File: src/rtl/fp_round_pack_pkg.sv
// ============================================================================
// Module      : fp_types (package)
// Description : Shared types and constants for the single-precision
//               normalize-round-pack stage.
// Revision    : 1.0 - initial release
// ============================================================================
`default_nettype none

package fp_types;

    typedef struct packed {
        logic        sign;
        logic [7:0]  exp;
        logic [26:0] mant;   // carry, hidden, 23 fraction, guard, sticky
    } fp_ext_t;

    typedef enum logic [2:0] {
        RM_RNE = 3'b000,
        RM_RTZ = 3'b001,
        RM_RDN = 3'b010,
        RM_RUP = 3'b011,
        RM_RMM = 3'b100
    } fp_rm_t;

    typedef struct packed {
        logic overflow;
        logic underflow;
        logic inexact;
    } fp_flags_t;

    typedef enum logic [1:0] {
        IDLE  = 2'd0,
        NORM  = 2'd1,
        ROUND = 2'd2,
        OUT   = 2'd3
    } fp_rp_state_t;

    localparam logic [31:0] FP_QNAN       = 32'h7FC0_0000;
    localparam logic [31:0] FP_MAX_FINITE = 32'h7F7F_FFFF;
    localparam logic [4:0]  MAX_LSHIFT    = 5'd25;

endpackage

`default_nettype wire

File: src/rtl/fp_round_pack_if.sv
// ============================================================================
// Module      : fp_round_pack_if
// Description : Operand-in / result-out handshake bundle. The in_rm field
//               exists only when FP_ROUND_MODES_EN is defined.
// Revision    : 1.0 - initial release
// ============================================================================
`default_nettype none

interface fp_round_pack_if;

    logic        in_valid;
    logic        in_ready;
    logic        in_sign;
    logic [7:0]  in_exp;
    logic [26:0] in_mant;
`ifdef FP_ROUND_MODES_EN
    logic [2:0]  in_rm;
`endif
    logic        out_valid;
    logic        out_ready;
    logic [31:0] out_result;
    logic [2:0]  out_flags;

    modport master (
        output in_valid, in_sign, in_exp, in_mant,
`ifdef FP_ROUND_MODES_EN
        output in_rm,
`endif
        output out_ready,
        input  in_ready, out_valid, out_result, out_flags
    );

    modport slave (
        input  in_valid, in_sign, in_exp, in_mant,
`ifdef FP_ROUND_MODES_EN
        input  in_rm,
`endif
        input  out_ready,
        output in_ready, out_valid, out_result, out_flags
    );

endinterface

`default_nettype wire

File: src/rtl/fp_round_pack_rounder.sv
// ============================================================================
// Module      : fp_rounder
// Description : Combinational round-increment, carry renormalize, pack and
//               overflow/underflow/inexact flag generation.
// Revision    : 1.0 - initial release
// ============================================================================
`default_nettype none

module fp_rounder
    import fp_types::*;
(
    input  wire logic              i_sign,
    input  wire logic signed [9:0] i_exp,
    input  wire logic [25:0]       i_mant,   // hidden, fraction, guard, sticky
    input  wire fp_rm_t            i_rm,
    output logic [31:0]            o_result,
    output fp_flags_t              o_flags
);

    logic              w_g, w_s, w_l, w_inexact, w_inc;
    logic [24:0]       w_rounded;
    logic              w_carry, w_hidden, w_ovf, w_to_max;
    logic [22:0]       w_frac;
    logic signed [9:0] w_exp_r;

    always_comb begin
        w_g       = i_mant[1];
        w_s       = i_mant[0];
        w_l       = i_mant[2];
        w_inexact = w_g | w_s;

        w_inc = w_g & (w_s | w_l);
        case (i_rm)
            RM_RTZ:  w_inc = 1'b0;
            RM_RDN:  w_inc = w_inexact & i_sign;
            RM_RUP:  w_inc = w_inexact & ~i_sign;
            RM_RMM:  w_inc = w_g;
            default: w_inc = w_g & (w_s | w_l);
        endcase

        w_rounded = {1'b0, i_mant[25:2]} + {24'd0, w_inc};
        w_carry   = w_rounded[24];
        w_hidden  = w_carry | w_rounded[23];
        w_frac    = w_carry ? w_rounded[23:1] : w_rounded[22:0];
        w_exp_r   = w_carry ? (i_exp + 10'sd1) : i_exp;
        w_ovf     = (w_exp_r >= 10'sd255);

        // Directed modes that round toward zero saturate to max finite
        w_to_max = (i_rm == RM_RTZ) |
                   ((i_rm == RM_RDN) & ~i_sign) |
                   ((i_rm == RM_RUP) &  i_sign);

        o_result = '0;
        o_flags  = '0;
        if (w_ovf) begin
            o_result          = w_to_max ? {i_sign, FP_MAX_FINITE[30:0]}
                                         : {i_sign, 8'hFF, 23'd0};
            o_flags.overflow  = 1'b1;
            o_flags.inexact   = 1'b1;
        end else begin
            o_result          = {i_sign, (w_hidden ? w_exp_r[7:0] : 8'h00), w_frac};
            o_flags.underflow = ~w_hidden & w_inexact;
            o_flags.inexact   = w_inexact;
        end
    end

endmodule

`default_nettype wire

File: src/rtl/fp_round_pack.sv
// ============================================================================
// Module      : fp_round_pack
// Description : Multi-cycle normalize-round-pack stage producing an IEEE-754
//               single with flags. Optional macro: FP_ROUND_MODES_EN.
// Revision    : 1.0 - initial release
// ============================================================================
`default_nettype none

module fp_round_pack
    import fp_types::*;
(
    input  wire logic      clk,
    input  wire logic      rst_n,
    fp_round_pack_if.slave bus
);

    fp_rp_state_t      r_state, w_state_next;
    logic              r_sign;
    logic signed [9:0] r_exp;
    logic [26:0]       r_mant;
    logic [4:0]        r_lsh_cnt;
    logic [31:0]       r_result;
    fp_flags_t         r_flags;
    logic              r_out_valid;

    fp_ext_t           w_in_op;
    logic              w_in_special;
    logic              w_norm_done;
    fp_rm_t            w_rm;
    logic [31:0]       w_rnd_result;
    fp_flags_t         w_rnd_flags;

    assign w_in_op      = '{sign: bus.in_sign, exp: bus.in_exp, mant: bus.in_mant};
    assign w_in_special = (w_in_op.exp == 8'hFF) || (w_in_op.mant == 27'd0);
    assign w_norm_done  = r_mant[25] || (r_exp == 10'sd1) || (r_lsh_cnt == MAX_LSHIFT);

`ifdef FP_ROUND_MODES_EN
    logic [2:0] r_rm;
    assign w_rm = fp_rm_t'(r_rm);
`else
    assign w_rm = RM_RNE;
`endif

    always_ff @(posedge clk or negedge rst_n) begin
        if (!rst_n) r_state <= IDLE;
        else        r_state <= w_state_next;
    end

    always_comb begin
        w_state_next = r_state;
        case (r_state)
            IDLE:  if (bus.in_valid) w_state_next = w_in_special ? OUT : NORM;
            NORM:  if (!r_mant[26] && w_norm_done) w_state_next = ROUND;
            ROUND: w_state_next = OUT;
            OUT:   if (r_out_valid && bus.out_ready) w_state_next = IDLE;
            default: w_state_next = IDLE;
        endcase
    end

    // out_valid is registered from the state, so it trails entry into OUT by a cycle
    always_ff @(posedge clk or negedge rst_n) begin
        if (!rst_n) begin
            r_sign      <= 1'b0;
            r_exp       <= '0;
            r_mant      <= '0;
            r_lsh_cnt   <= '0;
            r_result    <= '0;
            r_flags     <= '0;
            r_out_valid <= 1'b0;
`ifdef FP_ROUND_MODES_EN
            r_rm        <= 3'd0;
`endif
        end else begin
            r_out_valid <= (r_state == OUT) && !(r_out_valid && bus.out_ready);
            case (r_state)
                IDLE: begin
                    if (bus.in_valid) begin
                        r_sign    <= w_in_op.sign;
                        r_mant    <= w_in_op.mant;
                        r_exp     <= (w_in_op.exp == 8'h00) ? 10'sd1
                                                            : $signed({2'b00, w_in_op.exp});
                        r_lsh_cnt <= '0;
`ifdef FP_ROUND_MODES_EN
                        r_rm      <= bus.in_rm;
`endif
                        if (w_in_op.exp == 8'hFF) begin
                            r_result <= (|w_in_op.mant[24:2]) ? FP_QNAN
                                                              : {w_in_op.sign, 8'hFF, 23'd0};
                            r_flags  <= '0;
                        end else if (w_in_op.mant == 27'd0) begin
                            r_result <= {w_in_op.sign, 31'd0};
                            r_flags  <= '0;
                        end
                    end
                end
                NORM: begin
                    if (r_mant[26]) begin
                        r_mant <= {1'b0, r_mant[26:2], r_mant[1] | r_mant[0]};
                        r_exp  <= r_exp + 10'sd1;
                    end else if (!w_norm_done) begin
                        r_mant    <= {r_mant[25:0], 1'b0};
                        r_exp     <= r_exp - 10'sd1;
                        r_lsh_cnt <= r_lsh_cnt + 5'd1;
                    end
                end
                ROUND: begin
                    r_result <= w_rnd_result;
                    r_flags  <= w_rnd_flags;
                end
                default: ;
            endcase
        end
    end

    fp_rounder u_rounder (
        .i_sign   (r_sign),
        .i_exp    (r_exp),
        .i_mant   (r_mant[25:0]),
        .i_rm     (w_rm),
        .o_result (w_rnd_result),
        .o_flags  (w_rnd_flags)
    );

    assign bus.in_ready   = (r_state == IDLE);
    assign bus.out_valid  = r_out_valid;
    assign bus.out_result = r_result;
    assign bus.out_flags  = r_flags;

endmodule

`default_nettype wire

File: src/flat_wrapper.sv
// flat-port wrapper written by rule: the top's interface ports become plain ports
module fp_round_pack_flat import fp_types::*;
  (clk, rst_n, bus_in_valid, bus_in_sign, bus_in_exp, bus_in_mant, bus_out_ready, bus_in_ready, bus_out_valid, bus_out_result, bus_out_flags);
  fp_round_pack_if bus_i ();
  input  wire logic clk;
  input  wire logic rst_n;
  input wire logic [$bits(bus_i.in_valid)-1:0] bus_in_valid;
  input wire logic [$bits(bus_i.in_sign)-1:0] bus_in_sign;
  input wire logic [$bits(bus_i.in_exp)-1:0] bus_in_exp;
  input wire logic [$bits(bus_i.in_mant)-1:0] bus_in_mant;
  input wire logic [$bits(bus_i.out_ready)-1:0] bus_out_ready;
  output wire logic [$bits(bus_i.in_ready)-1:0] bus_in_ready;
  output wire logic [$bits(bus_i.out_valid)-1:0] bus_out_valid;
  output wire logic [$bits(bus_i.out_result)-1:0] bus_out_result;
  output wire logic [$bits(bus_i.out_flags)-1:0] bus_out_flags;
  assign bus_i.in_valid = bus_in_valid;
  assign bus_i.in_sign = bus_in_sign;
  assign bus_i.in_exp = bus_in_exp;
  assign bus_i.in_mant = bus_in_mant;
  assign bus_i.out_ready = bus_out_ready;
  assign bus_in_ready = bus_i.in_ready;
  assign bus_out_valid = bus_i.out_valid;
  assign bus_out_result = bus_i.out_result;
  assign bus_out_flags = bus_i.out_flags;
  fp_round_pack u_core (.clk(clk), .rst_n(rst_n), .bus(bus_i));
endmodule
File: config.mk
export PLATFORM = sky130hd
export DESIGN_NAME = fp_round_pack_flat
export DESIGN_NICKNAME = d
export VERILOG_FILES = /design/src/rtl/fp_round_pack_pkg.sv /design/src/rtl/fp_round_pack_if.sv /design/src/rtl/fp_round_pack_rounder.sv /design/src/rtl/fp_round_pack.sv /design/src/flat_wrapper.sv
export SDC_FILE = /design/constraint.sdc
export NUM_CORES = 1
export LEC_CHECK = 0
export CAP_MARGIN = 10
export CORE_ASPECT_RATIO = 0.8
export CORE_MARGIN = 5
export CORE_UTILIZATION = 50
export CTS_CLUSTER_SIZE = 28
export DETAILED_ROUTE_END_ITERATION = 7
export GPL_ROUTABILITY_DRIVEN = 0
export HOLD_SLACK_MARGIN = 0.15
export PLACE_DENSITY = 0.78
export SYNTH_ARGS = -nofsm -noshare
export SYNTH_HDL_FRONTEND = slang
export SYNTH_SLANG_ARGS = --single-unit
File: constraint.sdc
create_clock -name clk -period 2.3 [get_ports clk]
set_input_delay 0.46 -clock clk [delete_from_list [all_inputs] [get_ports clk]]
set_output_delay 0.46 -clock clk [all_outputs]
set_load 0.02 [all_outputs]
==> metrics.md <==
| Metric | Value |
|---|---|
| Delay-heaviest family, CP | `simple AND/OR/NAND/NOR gates` |
| VDD IR-drop max | `583 uV` |
| Num ports | `77` |
| Vias | `5728` |
| Setup crit end kind | `register` |
| Final hold vios | `0` |
| Post-DP HPWL | `12100 um` |
| Failing checks | `design-rule violations, negative setup slack` |
| Global-route wire length before repair | `27600 um` |
| Status | `complete, but fails checks` |
| Ant. Diodes | `0` |
| Dpl cells | `868` |
| Grt ovf | `0` |
| Most frequent cells in the layout | `buf_4, dfrtp_1, nand2_1` |
| Number of remaining DRC errors | `10` |
| Met1 GRT Util | `39.0%` |
| Fraction of layout instances using a drive strength above 1 | `26.0%` |
| Final WL | `17500 um` |
| Switching part of the total power | `44.4%` |
| Final setup fails | `1` |
| Final setup margin | `-0.00849 ns` |
| Hold WC Path Type | `register to register` |
| Die X | `122 um` |
| Worst Path Buf+Inv | `3` |
| Sequential share of power | `25.0%` |
| Crit path largest cell delay | `0.43 ns` |
| Post-synthesis cell count | `585` |
| Initial core utilization | `51.7%` |
| Tightest Pin Transition | `0.423 ns` |
| Synthesized area | `5050 um2` |
| EDFF count, synth | `0` |
| Synthesis-to-finish area growth | `45.2%` |
| Synth Warn # | `0` |
| Top cell type's share of synthesized area | `40.2%` |
| Final Total Pwr | `9.86 mW` |
| Die Y-Extent | `99.9 um` |
| Clk sinks | `81` |
| Cells along the critical path | `clkdlybuf4s50_1, nor4_1, nand4_1, nor3_4, o21ai_1, buf_4, mux2i_4, buf_4, nand2_1, o22a_1` |
| M3 GR Usage | `6.37%` |
| Fin Setup TNS | `-0.00849 ns` |
| CTS H-tree lvls | `3` |
| CP Class | `primary input to register` |
| Reported net switching power | `4.38 mW` |
| Max clock buf depth | `2` |
| Vias per std cell | `6.41` |
| Final min period | `2.31 ns` |
| RSZ-0062 raised after global routing | `yes` |
| Total GRT Usage | `28.2%` |
| Sequential area share after synthesis | `40.2%` |
| Ys flop type | `dfrtp_1` |
| Routed WL per cell | `19.6 um` |
| CTS tree | `built` |
| Insertion delay to the later sink of the worst-skew pair | `0.34 ns` |
| Clk root buf | `clkbuf_16` |
| Final #Nets | `802` |
| Most common cell after layout, fill and taps aside | `buf_4` |
| Clock skew | `0.00679 ns` |
| Final worst path period share | `100%` |
| Synthesized area per cell | `8.63 um2` |
| Beginning of the worst hold path | `u_core.bus.out_result[5]$_DFFE_PN0P_` |
| Largest net degree at the start of global routing | `51` |
| Initial antenna violation count | `0` |
| Die area | `12200 um2` |
| Post-synthesis adder-cell area fraction | `2.48%` |
| Inserted Clock Buffers | `9` |
| Ys async rst share | `100%` |
| Clk pwr share | `15.1%` |
| Most crowded layer after global routing | `met2` |
| Pins over their slew limit | `0` |
| Main combinational cell family by area after synthesis | `compound AO/OA/AOI/OAI gates` |
| Reg2reg start | `u_core.r_exp[1]$_DFFE_PN0P_` |
| Non-Filler Instances | `893` |
| Setup crit start | `bus_in_mant[18]` |
| Most used cell, CP | `buf_4` |
| Port buffer count | `76` |
| Max_slew headroom | `71.8%` |
| Router iterations before antenna repair | `8` |
| Area contributors post-synth | `dfrtp_1, nand2_1, a222oi_1` |
| Synth Area in XOR/XNOR | `4.16%` |
| Power share of the combinational group | `59.9%` |
| FMAX | `0.433 GHz` |
| Leading area contributor after synthesis | `dfrtp_1` |
| Cell Pwr Density | `1340 nW/um2` |
| Distinct cells, synth | `64` |
| Max-cap violations | `0` |
| Site row count | `32` |
| Syn Nets | `635` |
| Drt initial violations | `883` |
| Critical path arrival | `2.54 ns` |
| Antenna viol nets, final | `0` |
| Vias in the first global route | `5445` |
| Synth Area in Compound Gates | `24.2%` |
| Dpl ws | `-0.739 ns` |
| Fin util | `75.0%` |
| Met2 usage | `44.4%` |
| Critical Path Source Type | `primary input` |
| Multiplexer area fraction after synthesis | `1.86%` |
| Int Pwr | `5.48 mW` |
| Critical-path top delay cell | `clkdlybuf4s50_1` |
| Core area | `9770 um2` |
| Lkg Pwr | `3.19 nW` |
| Clk pin slew, worst setup/hold paths | `0.06 ns` |
| Critical Path RT | `2.53 ns` |
| Max Fanout on Critical Path | `5` |
| Simple-gate share of the synthesized area | `21.6%` |
| Flip-flop and latch count after synthesis | `81` |
[metal layers]
metal	wire length (um)	vias up
li1	-	2512
met1	7080	2742
met2	7970	386
met3	1770	88
met4	656	0
met5	0	-
[synthesized netlist by cell type (3+ instances only)]
library cell,count
dfrtp_1,81
nand2_1,76
nor2_1,55
o21ai_0,45
clkbuf_1,29
a21oi_1,28
a222oi_1,24
o2bb2ai_1,23
nand4_1,19
buf_2,16
nand3_1,16
nor3_1,15
xor2_1,14
inv_1,13
a211oi_1,10
ha_1,10
nor4_1,10
xnor2_1,10
and3_1,6
mux2i_1,6
o211ai_1,6
a31oi_1,5
and2_1,4
clkbuf_2,4
nor2b_1,4
o22ai_1,4
mux2_2,3
nand2b_1,3
[registers in the layout, summed over array words and instances (netlist names)]
name and flops:
u_core.r_sign 1, u_core.r_mant 27, u_core.bus.out_valid 1, u_core.bus.out_flags 3, u_core.r_lsh_cnt 5, u_core.r_exp 10
u_core.r_state 2, u_core.bus.out_result 32
[path summary, 6_finish.rpt]
check	endpoint	slack, ns	depth (start not counted)
worst max-delay path	u_core.bus.out_result[22]$_DFFE_PN0P_	-0.008	10
worst min-delay path	u_core.bus.out_result[5]$_DFFE_PN0P_	0.49	1
worst max register to register	u_core.r_mant[10]$_DFFE_PN0P_	0.01	9
worst min register to register	u_core.bus.out_result[5]$_DFFE_PN0P_	0.49	1
max in group asynchronous	u_core.r_exp[0]$_DFFE_PN0P_	1.08	3
min in group asynchronous	u_core.bus.out_result[14]$_DFFE_PN0P_	0.60	2
[metrics by stage]
stage	hold WS (ns)	area (um2)
2_1_floorplan	0.164	5080
3_3_place_gp	0.418	6750
3_5_place_dp	0.421	6750
4_1_cts	0.491	7190
5_1_grt	0.504	7330
6_report	0.489	7330
[power groups by stage]
stage	Sequential, mW	Combinational (mW)	Clock [mW]
after floorplan	2.74	2.92	0
after global placement	2.43	5.23	0
after detailed placement	2.46	5.43	0
after CTS	2.44	5.60	1.50
after global routing	2.53	6.32	1.56
final	2.46	5.90	1.49
[layout make-up]
cell class                      count  area (um2)
Inverter                           14        52.6
Clock buffer                       14         274
Tap cell                          136         170
Timing Repair Buffer              207        1810
Fill cell                         694        2440
Sequential cell                    81        2030
Multi-Input combinational cell    439        2960
Clock inverter                      2        35.0
[what timing repair did]
item | 4_1_cts | 5_1_grt
setup buffers | 5 | 3
gates cloned | 1 | 0
hold buffers | 1 | 0
setup endpoints to repair | 70 | 73
resized for setup | 26 | 48
endpoints found under the hold margin | 31 | 0
pin swaps | 10 | 19
[cell families (layout without fill, tap and decap cells)]
kind of cell / Yosys count / in the layout
simple gates: 223 / 223
compound gates: 173 / 173
flops: 81 / 81
buf+inv: 65 / 237
xor+xnor: 24 / 24
fa+ha+maj: 10 / 10
mux: 9 / 9
Note: power is estimated with default switching activity, not from simulation.
